## src/rtl/seq_mult_param_if.sv

```systemverilog
// Handshake and result bundle for the sequential chunked multiplier.
// The master drives start/abort/operands; the slave (the multiplier) drives results and status.
interface seq_mult_param_if #(
    parameter int DATA_W  = 8,
    parameter int CHUNK_W = 4
);
    localparam int N      = (CHUNK_W > 0) ? DATA_W / CHUNK_W : 1;
    localparam int STEPS  = N * N;
    localparam int STEP_W = (STEPS > 1) ? $clog2(STEPS) : 1;

    logic                start;
    logic                abort;
    logic [DATA_W-1:0]   dataa;
    logic [DATA_W-1:0]   datab;
    logic [2*DATA_W-1:0] product;
    logic                done;
    logic                busy;
    logic                err;
    logic [1:0]          state_out;
    logic [STEP_W-1:0]   step_out;

    modport master (
        output start, abort, dataa, datab,
        input  product, done, busy, err, state_out, step_out
    );

    modport slave (
        input  start, abort, dataa, datab,
        output product, done, busy, err, state_out, step_out
    );
endinterface

```

## src/rtl/seq_mult_param.sv

```systemverilog
// Sequential DATA_W x DATA_W unsigned multiplier: one CHUNK_W x CHUNK_W partial product
// per cycle, shifted into a 2*DATA_W accumulator over (DATA_W/CHUNK_W)^2 steps.
module seq_mult_param #(
    parameter int DATA_W  = 8,
    parameter int CHUNK_W = 4
) (
    input  logic             clk,
    input  logic             reset_a,
    seq_mult_param_if.slave  mult_if
);
    localparam int N      = (CHUNK_W > 0) ? DATA_W / CHUNK_W : 1;
    localparam int STEPS  = N * N;
    localparam int STEP_W = (STEPS > 1) ? $clog2(STEPS) : 1;
    localparam int PROD_W = 2 * DATA_W;
    localparam logic [STEP_W-1:0] LAST_STEP = STEP_W'(STEPS - 1);

    generate
        if ((CHUNK_W < 1) ? 1'b1 : ((DATA_W % CHUNK_W) != 0)) begin : g_bad_params
            $error("seq_mult_param: DATA_W must be a positive multiple of CHUNK_W");
        end
    endgenerate

    typedef enum logic [1:0] {
        S_IDLE = 2'b00,
        S_CALC = 2'b01,
        S_DONE = 2'b10,
        S_ERR  = 2'b11
    } state_e;

    state_e              state_q, state_d;
    logic [PROD_W-1:0]   product_q, product_d;
    logic [STEP_W-1:0]   step_q, step_d;
    logic [DATA_W-1:0]   a_q, a_d;
    logic [DATA_W-1:0]   b_q, b_d;

    int unsigned         idx_i;
    int unsigned         idx_j;
    logic [CHUNK_W-1:0]  a_chunk;
    logic [CHUNK_W-1:0]  b_chunk;
    logic [2*CHUNK_W-1:0] pp;
    logic [PROD_W-1:0]   pp_shifted;
    logic                accept;

    // Step s walks the multiplicand chunks fastest: i = s mod N, j = s div N.
    always_comb begin
        idx_i      = int'(step_q) % N;
        idx_j      = int'(step_q) / N;
        a_chunk    = a_q[idx_i*CHUNK_W +: CHUNK_W];
        b_chunk    = b_q[idx_j*CHUNK_W +: CHUNK_W];
        pp         = {{CHUNK_W{1'b0}}, a_chunk} * {{CHUNK_W{1'b0}}, b_chunk};
        pp_shifted = PROD_W'(pp) << (CHUNK_W * (idx_i + idx_j));
    end

    always_comb begin
        // NOTE: every next-state signal defaults to its current value so no path infers a latch.
        state_d   = state_q;
        product_d = product_q;
        step_d    = step_q;
        a_d       = a_q;
        b_d       = b_q;
        accept    = 1'b0;

        if (mult_if.abort) begin
            state_d   = S_IDLE;
            product_d = '0;
            step_d    = '0;
        end else begin
            unique case (state_q)
                S_CALC: begin
                    if (mult_if.start) begin
                        state_d = S_ERR;
                    end else begin
                        product_d = product_q + pp_shifted;
                        if (step_q == LAST_STEP) begin
                            step_d  = '0;
                            state_d = S_DONE;
                        end else begin
                            step_d = step_q + STEP_W'(1);
                        end
                    end
                end
                S_DONE: begin
                    if (mult_if.start) accept  = 1'b1;
                    else               state_d = S_IDLE;
                end
                default: begin
                    accept = mult_if.start;
                end
            endcase

            if (accept) begin
                a_d       = mult_if.dataa;
                b_d       = mult_if.datab;
                product_d = '0;
                step_d    = '0;
                state_d   = S_CALC;
            end
        end
    end

    // NOTE: state uses non-blocking assignments so every register samples pre-edge values.
    always_ff @(posedge clk or negedge reset_a) begin
        if (!reset_a) begin
            state_q   <= S_IDLE;
            product_q <= '0;
            step_q    <= '0;
            a_q       <= '0;
            b_q       <= '0;
        end else begin
            state_q   <= state_d;
            product_q <= product_d;
            step_q    <= step_d;
            a_q       <= a_d;
            b_q       <= b_d;
        end
    end

    assign mult_if.product   = product_q;
    assign mult_if.step_out  = step_q;
    assign mult_if.state_out = state_q;
    assign mult_if.done      = (state_q == S_DONE);
    assign mult_if.busy      = (state_q == S_CALC);
    assign mult_if.err       = (state_q == S_ERR);
endmodule

```

## src/flat_wrapper.sv

```systemverilog
// flat-port wrapper written by rule: the top's interface ports become plain ports
module seq_mult_param_flat 
#(
    parameter int DATA_W  = 8,
    parameter int CHUNK_W = 4
)
  (clk, reset_a, mult_if_start, mult_if_abort, mult_if_dataa, mult_if_datab, mult_if_product, mult_if_done, mult_if_busy, mult_if_err, mult_if_state_out, mult_if_step_out);
  seq_mult_param_if #(.DATA_W(DATA_W), .CHUNK_W(CHUNK_W)) mult_if_i ();
  input  logic clk;
  input  logic reset_a;
  input wire logic [$bits(mult_if_i.start)-1:0] mult_if_start;
  input wire logic [$bits(mult_if_i.abort)-1:0] mult_if_abort;
  input wire logic [$bits(mult_if_i.dataa)-1:0] mult_if_dataa;
  input wire logic [$bits(mult_if_i.datab)-1:0] mult_if_datab;
  output wire logic [$bits(mult_if_i.product)-1:0] mult_if_product;
  output wire logic [$bits(mult_if_i.done)-1:0] mult_if_done;
  output wire logic [$bits(mult_if_i.busy)-1:0] mult_if_busy;
  output wire logic [$bits(mult_if_i.err)-1:0] mult_if_err;
  output wire logic [$bits(mult_if_i.state_out)-1:0] mult_if_state_out;
  output wire logic [$bits(mult_if_i.step_out)-1:0] mult_if_step_out;
  assign mult_if_i.start = mult_if_start;
  assign mult_if_i.abort = mult_if_abort;
  assign mult_if_i.dataa = mult_if_dataa;
  assign mult_if_i.datab = mult_if_datab;
  assign mult_if_product = mult_if_i.product;
  assign mult_if_done = mult_if_i.done;
  assign mult_if_busy = mult_if_i.busy;
  assign mult_if_err = mult_if_i.err;
  assign mult_if_state_out = mult_if_i.state_out;
  assign mult_if_step_out = mult_if_i.step_out;
  seq_mult_param #(.DATA_W(DATA_W), .CHUNK_W(CHUNK_W)) u_core (.clk(clk), .reset_a(reset_a), .mult_if(mult_if_i));
endmodule
```

## config.mk

```make
export PLATFORM = sky130hd
export DESIGN_NAME = seq_mult_param_flat
export DESIGN_NICKNAME = d
export VERILOG_FILES = /design/src/rtl/seq_mult_param_if.sv /design/src/rtl/seq_mult_param.sv /design/src/flat_wrapper.sv
export SDC_FILE = /design/constraint.sdc
export NUM_CORES = 1
export LEC_CHECK = 0
export ABC_AREA = 1
export BUFFER_PORTS_ARGS = -buffer_cell sky130_fd_sc_hd__buf_2
export CORE_UTILIZATION = 24
export DETAILED_ROUTE_END_ITERATION = 8
export PLACE_DENSITY = 0.48
export SKIP_CTS_REPAIR_TIMING = 1
export SLEW_MARGIN = 20
export SYNTH_ARGS = -nofsm -noshare
export SYNTH_HDL_FRONTEND = slang
export SYNTH_SLANG_ARGS = --single-unit
```

## constraint.sdc

```tcl
create_clock -name clk -period 4.5 [get_ports clk]
set_input_delay 0 -clock clk [delete_from_list [all_inputs] [get_ports clk]]
set_output_delay 0 -clock clk [all_outputs]
set_load 0.005 [all_outputs]
```

==> flow_summary.ini, run 1 <==
[run_status]
status = finished, violations left
violations = design-rule violations

[power_and_ir_drop]
ir_drop_v = 0.0002925
static_leakage_power_nw = 1.936
powerDensity_nw_per_um2 = 763.6
report.power.total_mw = 2.943

[logic_synthesis]
synth_async_sr_flop_share_pct = 100.0
synthMostInstantiatedCell = sky130_fd_sc_hd__nand2_1
ys_warn_count = 0
synth.largest_area_cell = sky130_fd_sc_hd__dfrtp_1
synth_top_area_share_pct = 30.87
seq_area_frac_synth_pct = 30.87
yosys-top-cells-count = sky130_fd_sc_hd__nand2_1, sky130_fd_sc_hd__nor2_1, sky130_fd_sc_hd__dfrtp_1
synth_top_cells_by_area = sky130_fd_sc_hd__dfrtp_1, sky130_fd_sc_hd__ha_1, sky130_fd_sc_hd__nand2_1
synth_edf_count = 0
synth_fp_nets = 412
synthesis.area_um2 = 2918
netlist_instances = 356
synth_cell_types = 40
synth_seq_cells = 36
avg_cell_area_syn_um2 = 8.196
synth_top_flop_cell = sky130_fd_sc_hd__dfrtp_1

[hold_path]
min-delay-path-class = input pin to register

[clocking]
worst_setup_hold_path_clk_slew_ps = 60
root_buffer = sky130_fd_sc_hd__clkbuf_16
cts_inserted_buffers = 5
clk_path_buf_depth = 2
clkSinkCount = 36
cts_tree = built
clk_latency_ps = 290
htree_levels = 2

[cells_and_area]
area_delta_synth_final_pct = 32.08
final_design_area_no_fill_um2 = 3854
fin_nets = 489
seq_area_um2 = 903.4
insertedDiodeCount = 0
drive_above_1_share_pct = 29.26
fin_util_pct = 33.18
multi_input_area_um2 = 1962
layout.filler_cells = 1235
final_cell_count_no_fill = 577

[route]
via_count = 2632
drt-total-wl_um = 7401
remaining_drc_errors = 2
antenna_left = 0
first_iter_violations = 107
firstDrtPassIters = 6
wire_per_inst_um = 12.83
route.detailed.vias_per_inst = 4.562

[die]
io_pins = 43
starting_density_pct = 25.12
die_area_um2 = 12600
row_count = 39
chipWidth_um = 112.3
die-height_um = 112.3
core-area_um2 = 11610

[timing]
number_of_endpoints_with_negative_hold_slack_in_the_final_report = 0
worstMarginPinSlew_ps = 855.8
clock_skew_ps = 8.228
setup-tns-final_ps = 0
fin_crit_share_pct = 96.12
final_critical_path_setup_slack_ps = 174.6
maximum_frequency_from_static_timing_analysis_ghz = 0.2312
slew_headroom_pct = 42.94
period_needed_ps = 4325
number_of_pins_exceeding_their_max_slew_limit_in_the_final_report = 0
hold-worst-slack_ps = 41.66
setup_viol = 0

[worst_setup_path]
setup.worst_path.class = register to register
critical_path.cell_chain = mux2i_2 -> or2_4 -> fa_1 -> inv_1 -> fa_2 -> ha_1 -> a31oi_1 -> xnor2_1 -> mux2i_1 -> nor2_1 -> ha_1 -> buf_4 -> nand2_2 -> inv_1 -> a21oi_2 -> nand2_2 -> buf_4 -> o21ai_0 -> nand2_1
cp_required_ps = 4670
cp_slowest_cell = sky130_fd_sc_hd__fa_2
kind_of_cell_adding_the_most_delay_to_the_critical_path = adder cells
cp-start-kind = register
timing.critical_path.buf_inv = 4
crit_fanout = 5
worstPathArrival_ps = 4490
setup.worst_path.end_class = register
critical-path-max-stage-delay_ps = 540

[global_route]
grt_pass1_vias = 2618
number_of_antenna_violations_at_the_first_check_in_global_routing = 0
grt_max_degree = 37
grt_pass1_wl_um = 12630
overflow = 0
grt_util_all_layers_pct = 12.74

[placed_design]
dp_slack_ps = -79.62
place_hpwl_um = 5775
routabilityCongestion = 0.8280
place_area_um2 = 3361
dpl_cells = 547
port_buffers = 42

[flow_run]
drv.max_cap_violation_count = 0
-- per-layer routing --
layer  up-vias  global-route usage, %  part of all wire (%)
li1       1362                      -                     -
met1      1226                  16.23                    49
met2        37                  20.79                    47
met3         7                  2.916                   2.8
met4         0                  5.333                   1.5
met5         -                      0                     0
-- logic make-up (layout without fill, tap and decap cells) --
| family | after synthesis | after routing | synth area share (%) |
|---|---|---|---|
| simple gates | 145 | 145 | 21.83 |
| buf+inv | 41 | 119 | 5.832 |
| fa+ha+maj | 36 | 36 | 16.72 |
| xor+xnor | 4 | 4 | 1.201 |
| mux | 26 | 26 | 9.606 |
| flops | 36 | 36 | 30.87 |
| compound gates | 68 | 68 | 13.94 |
-- final cells by class --
cell class	count	share of cell area, %
Sequential cell	36	23.44
Tap cell	143	4.643
Inverter	35	3.474
Clock buffer	5	3.247
Clock inverter	3	1.104
Multi-Input combinational cell	279	50.91
Timing Repair Buffer	76	13.18
-- flip-flops by register name, indices dropped and copies added, names as in the netlist --
signal                    flops
u_core.mult_if.state_out      2
u_core.b_q                    8
u_core.mult_if.product       16
u_core.a_q                    8
u_core.mult_if.step_out       2
-- worst reg2reg max path: stages, from the launching register on --
cell and delay [ps]:
sky130_fd_sc_hd__dfrtp_2 460, sky130_fd_sc_hd__mux2i_2 170, sky130_fd_sc_hd__or2_4 260, sky130_fd_sc_hd__fa_1 530
sky130_fd_sc_hd__inv_1 50, sky130_fd_sc_hd__fa_2 540, sky130_fd_sc_hd__ha_1 240, sky130_fd_sc_hd__a31oi_1 170
sky130_fd_sc_hd__xnor2_1 130, sky130_fd_sc_hd__mux2i_1 210, sky130_fd_sc_hd__nor2_1 100, sky130_fd_sc_hd__ha_1 380
sky130_fd_sc_hd__buf_4 150, sky130_fd_sc_hd__nand2_2 60, sky130_fd_sc_hd__inv_1 60, sky130_fd_sc_hd__a21oi_2 130
sky130_fd_sc_hd__nand2_2 100, sky130_fd_sc_hd__buf_4 140, sky130_fd_sc_hd__o21ai_0 230, sky130_fd_sc_hd__nand2_1 80
-- worst paths after layout --
check / startpoint / endpoint / slack, ps / depth (start not counted)
min reg2reg: u_core.a_q[3]$_DFFE_PN0P_ / u_core.a_q[3]$_DFFE_PN0P_ / 500 / 1
max in group asynchronous: reset_a / u_core.mult_if.step_out[0]$_DFFE_PN0P_ / 3550 / 2
max: u_core.mult_if.step_out[1]$_DFFE_PN0P_ / u_core.mult_if.product[7]$_DFFE_PN0P_ / 170 / 19
min in group asynchronous: reset_a / u_core.a_q[0]$_DFFE_PN0P_ / 360 / 2
max reg2reg: u_core.mult_if.step_out[1]$_DFFE_PN0P_ / u_core.mult_if.product[7]$_DFFE_PN0P_ / 170 / 19
min: mult_if_start / u_core.mult_if.product[2]$_DFFE_PN0P_ / 40 / 3
-- placed cells by master (no fill, tap or decap), types with 5 or more instances in the layout --
cell type	n
sky130_fd_sc_hd__nand2_1	70
sky130_fd_sc_hd__buf_2	42
sky130_fd_sc_hd__nor2_1	36
sky130_fd_sc_hd__dfrtp_1	34
sky130_fd_sc_hd__inv_1	32
sky130_fd_sc_hd__ha_1	28
sky130_fd_sc_hd__a21oi_1	25
sky130_fd_sc_hd__dlygate4sd3_1	17
sky130_fd_sc_hd__buf_4	17
sky130_fd_sc_hd__mux2_2	16
sky130_fd_sc_hd__o21ai_0	12
sky130_fd_sc_hd__nand3_1	10
sky130_fd_sc_hd__mux2i_1	8
sky130_fd_sc_hd__o21ai_1	7
sky130_fd_sc_hd__a21oi_2	7
sky130_fd_sc_hd__nand4_1	5
sky130_fd_sc_hd__nand2_2	5
sky130_fd_sc_hd__clkbuf_16	5
-- report_power, final --
group	switching [mW]	internal, mW
Sequential	0.0756	0.424
Combinational	1.15	0.882
Clock	0.153	0.261
Note: power is estimated with default switching activity, not from simulation.
==> run 2, diff against run 1 <==
--- a/config.mk
+++ b/config.mk
@@ -8,6 +8,7 @@
 export ABC_AREA = 1
 export BUFFER_PORTS_ARGS = -buffer_cell sky130_fd_sc_hd__buf_2
 export CORE_UTILIZATION = 24
+export CTS_CLUSTER_SIZE = 8
 export DETAILED_ROUTE_END_ITERATION = 8
 export PLACE_DENSITY = 0.48
 export SKIP_CTS_REPAIR_TIMING = 1
==> constraint.sdc (replaced) <==
create_clock -name clk -period 4.5 [get_ports clk]
set_input_delay 0 -clock clk [delete_from_list [all_inputs] [get_ports clk]]
set_output_delay 0 -clock clk [all_outputs]
set_load 0.1 [all_outputs]
==> flow_summary.ini, run 2 (synthesis results as in run 1) <==
[cells_and_area]
area_delta_synth_final_pct = 35.38
insertedDiodeCount = 0
fin_nets = 493
largest_reg_flops = 16
final_common_cell = sky130_fd_sc_hd__nand2_1
fin_util_pct = 34.01
final_cell_count_no_fill = 581
most-common-layout-cells = sky130_fd_sc_hd__nand2_1, sky130_fd_sc_hd__buf_2, sky130_fd_sc_hd__nor2_1
drive_above_1_share_pct = 31.96

[clocking]
worst_setup_hold_path_clk_slew_ps = 60
root_buffer = sky130_fd_sc_hd__clkbuf_16
clk_path_buf_depth = 2
htree_levels = 2
cts_inserted_buffers = 5
cts_tree = built
clkSinkCount = 36
clk_latency_ps = 290

[route]
wire_per_inst_um = 13.44
route.detailed.vias_per_inst = 4.604
drt-total-wl_um = 7810
first_iter_violations = 135
remaining_drc_errors = 2
antenna_left = 0
via_count = 2675
firstDrtPassIters = 6

[placed_design]
place_hpwl_um = 5890
routabilityCongestion = 0.8324
port_buffers = 42
dpl_cells = 552

[worst_setup_path]
timing.critical_path.buf_inv = 3
worstPathArrival_ps = 4620
cp-start-kind = register
critical-path-max-stage-delay_ps = 540
cp_slowest_cell = sky130_fd_sc_hd__fa_1
cp_required_ps = 4720
crit_fanout = 5
critical_path.cell_chain = mux2i_1 -> or2_4 -> fa_1 -> inv_2 -> fa_1 -> inv_1 -> fa_2 -> o21ai_2 -> xor2_1 -> mux2i_1 -> nor2_1 -> ha_1 -> nand2_2 -> inv_1 -> a21oi_2 -> nand2_2 -> a21o_1 -> nand2_1 -> nand2_1 -> o21ai_1
setup.worst_path.end_class = register
kind_of_cell_adding_the_most_delay_to_the_critical_path = adder cells
setup.worst_path.class = register to register

[global_route]
number_of_antenna_violations_at_the_first_check_in_global_routing = 0
grt_pass1_vias = 2507
grt_pass1_wl_um = 12330
grt_max_degree = 37
grt_util_all_layers_pct = 12.53
overflow = 0

[timing]
number_of_endpoints_with_negative_hold_slack_in_the_final_report = 0
period_needed_ps = 4400
fin_crit_share_pct = 97.78
slew_headroom_pct = 42.02
worstMarginPinSlew_ps = 869.7
number_of_pins_exceeding_their_max_slew_limit_in_the_final_report = 0
clock_skew_ps = 6.846
setup_viol = 0
rsz_0062_raised_after_global_routing = yes
maximum_frequency_from_static_timing_analysis_ghz = 0.2273

[die]
die_area_um2 = 12600
core-area_um2 = 11610
chipWidth_um = 112.3
io_pins = 43
starting_density_pct = 25.12
die-height_um = 112.3
row_count = 39

[run_status]
status = finished, violations left
violations = design-rule violations

[hold_path]
min-delay-path-class = input pin to register

[flow_run]
drv.max_cap_violation_count = 0
==> run 2: layer usage <==
layer	wire length (um)	track usage, %	share of wire (%)	vias up
li1	-	-	-	1362
met1	3688	16.76	47	1253
met2	3677	19.50	47	44
met3	238	2.214	3.0	16
met4	205	6.222	2.6	0
met5	0	0	0	-
==> run 2: layout make-up <==
cell class | instances | area [um^2]
Timing Repair Buffer | 80 | 538.0
Inverter | 35 | 133.9
Fill cell | 1211 | 7664
Sequential cell | 36 | 908.4
Clock buffer | 5 | 125.1
Multi-Input combinational cell | 279 | 2019
Tap cell | 143 | 178.9
Clock inverter | 3 | 46.29
==> run 2: path summary, 6_finish.rpt <==
check                                                            start                                      to  slack, ps  depth (start not counted)
worst min register to register               u_core.a_q[3]$_DFFE_PN0P_               u_core.a_q[3]$_DFFE_PN0P_        500                          1
worst max register to register  u_core.mult_if.step_out[0]$_DFFE_PN0P_  u_core.mult_if.product[11]$_DFFE_PN0P_        100                         20
worst min-delay path                                     mult_if_start   u_core.mult_if.product[2]$_DFFE_PN0P_         40                          3
max in group asynchronous                                      reset_a  u_core.mult_if.step_out[1]$_DFFE_PN0P_       3490                          2
worst max-delay path            u_core.mult_if.step_out[0]$_DFFE_PN0P_  u_core.mult_if.product[11]$_DFFE_PN0P_        100                         20
min in group asynchronous                                      reset_a   u_core.mult_if.product[8]$_DFFE_PN0P_        360                          2
==> run 2: stage by stage <==
step | setup slack [ps] | hold WS (ps) | instance area [um^2] | setup TNS (ps)
after global routing | -83.92 | 49.75 | 3950 | -327.7
final | 99.78 | 40.76 | 3950 | 0
after CTS | -102.8 | -131.1 | 3583 | -403.3
after detailed placement | -61.85 | 181.3 | 3412 | -202.1
after global placement | -112.3 | 170.4 | 3412 | -224.0
after floorplan | 15.86 | -295.6 | 2944 | 0
==> run 2: tightest hold or removal path, delay by kind of cell <==
family,cells,cell delay [ps]
buffers and inverters,1,120
AOI/OAI and AO/OA,1,110
and+or+nand+nor,1,60
Power of run 2 is not shown: default switching activity piles up to over one toggle a cycle in this logic, so the estimate is an artifact.
==> run 3, diff against run 2 <==
--- a/config.mk
+++ b/config.mk
@@ -5,12 +5,12 @@
 export SDC_FILE = /design/constraint.sdc
 export NUM_CORES = 1
 export LEC_CHECK = 0
-export ABC_AREA = 1
 export BUFFER_PORTS_ARGS = -buffer_cell sky130_fd_sc_hd__buf_2
 export CORE_UTILIZATION = 24
 export CTS_CLUSTER_SIZE = 8
 export DETAILED_ROUTE_END_ITERATION = 8
-export PLACE_DENSITY = 0.48
+export PLACE_DENSITY = 0.46
+export RECOVER_POWER = 100
 export SKIP_CTS_REPAIR_TIMING = 1
 export SLEW_MARGIN = 20
 export SYNTH_ARGS = -nofsm -noshare
==> constraint.sdc (replaced) <==
create_clock -name clk -period 5.2 [get_ports clk]
set_input_delay 0 -clock clk [delete_from_list [all_inputs] [get_ports clk]]
set_output_delay 0 -clock clk [all_outputs]
set_load 0.1 [all_outputs]
==> flow_summary.ini, run 3 <==
[global_route]
grt_use_met1_pct = 16.51
number_of_antenna_violations_at_the_first_check_in_global_routing = 0
grt_pass1_wl_um = 12100
global_route.peak_usage_layer = met2
grt_pass1_vias = 2442
grt_util_all_layers_pct = 12.30
use_met2_pct = 19.37
grt_max_degree = 37
overflow = 0
global_route_met3_usage_pct = 2.023

[timing]
setup_viol = 0
hold-worst-slack_ps = -9.161
slew_headroom_pct = -40.33
worstMarginPinSlew_ps = 2105
maximum_frequency_from_static_timing_analysis_ghz = 0.2002
clock_skew_ps = 5.912
number_of_pins_exceeding_their_max_slew_limit_in_the_final_report = 37
number_of_endpoints_with_negative_hold_slack_in_the_final_report = 1
fin_crit_share_pct = 96.07
period_needed_ps = 4996

[cells_and_area]
area_delta_synth_final_pct = 29.59
insertedDiodeCount = 0
final_design_area_no_fill_um2 = 3694
fin_util_pct = 32.07
largest_reg_flops = 16
fin_nets = 432
drive_above_1_share_pct = 23.08
final_common_cell = sky130_fd_sc_hd__nor2_1
most-common-layout-cells = sky130_fd_sc_hd__nor2_1, sky130_fd_sc_hd__dfrtp_1, sky130_fd_sc_hd__ha_1

[worst_setup_path]
setup.worst_path.class = register to register
cp-start-kind = register
worstPathArrival_ps = 5140
setup.worst_path.end_class = register
cp_slowest_cell = sky130_fd_sc_hd__dfrtp_4
worstReg2RegStart = u_core.mult_if.step_out[1]$_DFFE_PN0P_
critical-path-max-stage-delay_ps = 530
worst_r2r_path_depth = 20
crit_fanout = 7
critical_path.cell_chain = mux2i_4 -> or2_4 -> fa_1 -> inv_1 -> fa_1 -> ha_1 -> a21o_1 -> a221o_1 -> nor2_1 -> xor2_1 -> mux2_4 -> nor2_1 -> ha_2 -> buf_4 -> o21a_1 -> o21ai_2 -> nor2_4 -> a2111oi_4 -> xor2_1 -> o21ai_1
cp_required_ps = 5350
crit-reg2reg-capture = u_core.mult_if.product[14]$_DFFE_PN0P_
kind_of_cell_adding_the_most_delay_to_the_critical_path = adder cells
timing.critical_path.buf_inv = 2
reg2reg_slack_ps = 200

[route]
firstDrtPassIters = 6
first_iter_violations = 105
route.detailed.vias_per_inst = 4.679
antenna_left = 0
via_count = 2433
remaining_drc_errors = 4
drt-total-wl_um = 7373
wire_per_inst_um = 14.18

[logic_synthesis]
synth-compound-area-share_pct = 15.85
synthesis.area_um2 = 2850
synth_fp_nets = 359
synth_seq_cells = 36
synthXorXnorAreaFrac_pct = 4.917
synthAdderAreaFrac_pct = 17.12
synth_top_cells_by_area = sky130_fd_sc_hd__dfrtp_1, sky130_fd_sc_hd__ha_1, sky130_fd_sc_hd__mux2_2
netlist_instances = 303
ys_warn_count = 0
synth_top_flop_cell = sky130_fd_sc_hd__dfrtp_1
synth_edf_count = 0
synth_async_sr_flop_share_pct = 100.0
yosys-top-cells-count = sky130_fd_sc_hd__dfrtp_1, sky130_fd_sc_hd__nor2_1, sky130_fd_sc_hd__ha_1
synth_top_area_share_pct = 31.61
synth-simple-area-share_pct = 16.33
synth_cell_types = 44
avg_cell_area_syn_um2 = 9.407
synth.largest_area_cell = sky130_fd_sc_hd__dfrtp_1
share_of_synthesized_area_spent_on_multiplexers_pct = 11.37
combinational_family_with_the_most_area_after_synthesis = adder cells
seq_area_frac_synth_pct = 31.61

[clocking]
root_buffer = sky130_fd_sc_hd__clkbuf_16
clk_latency_ps = 290
clkSinkCount = 36
cts_tree = built
cts_inserted_buffers = 5
htree_levels = 2
clk_path_buf_depth = 2
worst_setup_hold_path_clk_slew_ps = 60

[die]
io_pins = 43
starting_density_pct = 24.75
die-height_um = 111.0
core-area_um2 = 11520
row_count = 39
die_area_um2 = 12320
chipWidth_um = 111.0

[power_and_ir_drop]
static_leakage_power_nw = 1.723
powerDensity_nw_per_um2 = 515.9
ir_drop_v = 0.0003763

[hold_path]
worstHoldPathCells = 2
min-delay-path-class = input pin to register
min-delay-start = mult_if_abort
whs_endpoint = u_core.mult_if.product[2]$_DFFE_PN0P_

[placed_design]
place_area_um2 = 3294
port_buffers = 42
routabilityCongestion = 0.8032
place_hpwl_um = 5520

[run_status]
violations = design-rule violations, negative hold slack, max-capacitance violations, max-slew violations
status = finished, violations left

[flow_run]
drv.max_cap_violation_count = 1
[run 3: cell types whose count changed in the layout (fill, tap and decap cells not counted), moves of 7 or more]
cell | previous run | this run
sky130_fd_sc_hd__clkbuf_1 | 0 | 21
sky130_fd_sc_hd__xor2_1 | 1 | 9
sky130_fd_sc_hd__a21oi_2 | 9 | 2
sky130_fd_sc_hd__nand2_1 | 67 | 23
sky130_fd_sc_hd__nand2_2 | 8 | 0
sky130_fd_sc_hd__buf_2 | 42 | 22
sky130_fd_sc_hd__inv_1 | 30 | 12
[run 3: cell type report]
cell class / count / area (um^2)
fill: 1214 / 7823
multi-input combinational: 246 / 1922
sequential: 36 / 908.4
timing repair buffer: 75 / 475.5
tap: 143 / 178.9
clock buffer: 6 / 128.9
inverter: 12 / 45.04
clock inverter: 2 / 35.03
[run 3: worst max-delay path by stage]
stage	depth (start not counted)	startpoint	end	slack, ps
after global placement	20	u_core.mult_if.step_out[1]$_DFFE_PN0P_	u_core.mult_if.product[14]$_DFFE_PN0P_	90
after CTS	19	u_core.mult_if.step_out[1]$_DFFE_PN0P_	u_core.mult_if.product[14]$_DFFE_PN0P_	20
after global routing	21	u_core.mult_if.step_out[1]$_DFFE_PN0P_	u_core.mult_if.product[15]$_DFFE_PN0P_	-30
after detailed placement	19	u_core.mult_if.step_out[1]$_DFFE_PN0P_	u_core.mult_if.product[14]$_DFFE_PN0P_	30
final	20	u_core.mult_if.step_out[1]$_DFFE_PN0P_	u_core.mult_if.product[14]$_DFFE_PN0P_	200
after floorplan	20	u_core.mult_if.step_out[1]$_DFFE_PN0P_	u_core.mult_if.product[14]$_DFFE_PN0P_	5
[run 3: stage by stage]
stage / std cells / hold WS [ps] / total power, mW / TNS (ps) / setup slack, ps
3_3_place_gp: 490 / 180.1 / 1.506 / 0 / 90.45
3_5_place_dp: 490 / 197.6 / 1.513 / 0 / 25.22
4_1_cts: 498 / -108.9 / 1.878 / 0 / 17.22
5_1_grt: 520 / 11.08 / 2.056 / -58.72 / -34.83
6_report: 520 / -9.161 / 1.905 / 0 / 204.1
2_1_floorplan: 303 / -295.6 / 1.238 / 0 / 4.523
[run 3: worst reg2reg max path, cell delays in order, from the launching register on]
cell                        delay [ps]
sky130_fd_sc_hd__dfrtp_4           530
sky130_fd_sc_hd__mux2i_4           220
sky130_fd_sc_hd__or2_4             240
sky130_fd_sc_hd__fa_1              530
sky130_fd_sc_hd__inv_1              50
sky130_fd_sc_hd__fa_1              470
sky130_fd_sc_hd__ha_1              280
sky130_fd_sc_hd__a21o_1            170
sky130_fd_sc_hd__a221o_1           360
sky130_fd_sc_hd__nor2_1            140
sky130_fd_sc_hd__xor2_1            100
sky130_fd_sc_hd__mux2_4            270
sky130_fd_sc_hd__nor2_1            110
sky130_fd_sc_hd__ha_2              300
sky130_fd_sc_hd__buf_4             140
sky130_fd_sc_hd__o21a_1            120
sky130_fd_sc_hd__o21ai_2           200
sky130_fd_sc_hd__nor2_4             70
sky130_fd_sc_hd__a2111oi_4         290
sky130_fd_sc_hd__xor2_1            170
sky130_fd_sc_hd__o21ai_1            70
[run 3: kinds of logic (layout without fill, tap and decap cells)]
group                      Yosys count  in the layout
DFF                                 36             36
AOI/OAI and AO/OA                   66             66
xor gates and xnor gates            16             16
and+or+nand+nor                     98             98
muxes                               30             30
buffers and inverters               21             95
adders and majority gates           36             36
[run 3: routing by layer]
metal	wire (um)	vias to the layer above	share of wire (%)
met1	3545	1168	48
li1	-	1223	-
met3	216	5	2.9
met5	0	-	0
met2	3531	37	48
met4	80	0	1.1
[run 3: power breakdown]
group          switching [mW]  internal (mW)  leakage, nW
combinational           0.724          0.459         1.18
sequential             0.0402          0.333        0.460
clock                   0.124          0.226       0.0808
total                   0.888           1.02         1.72
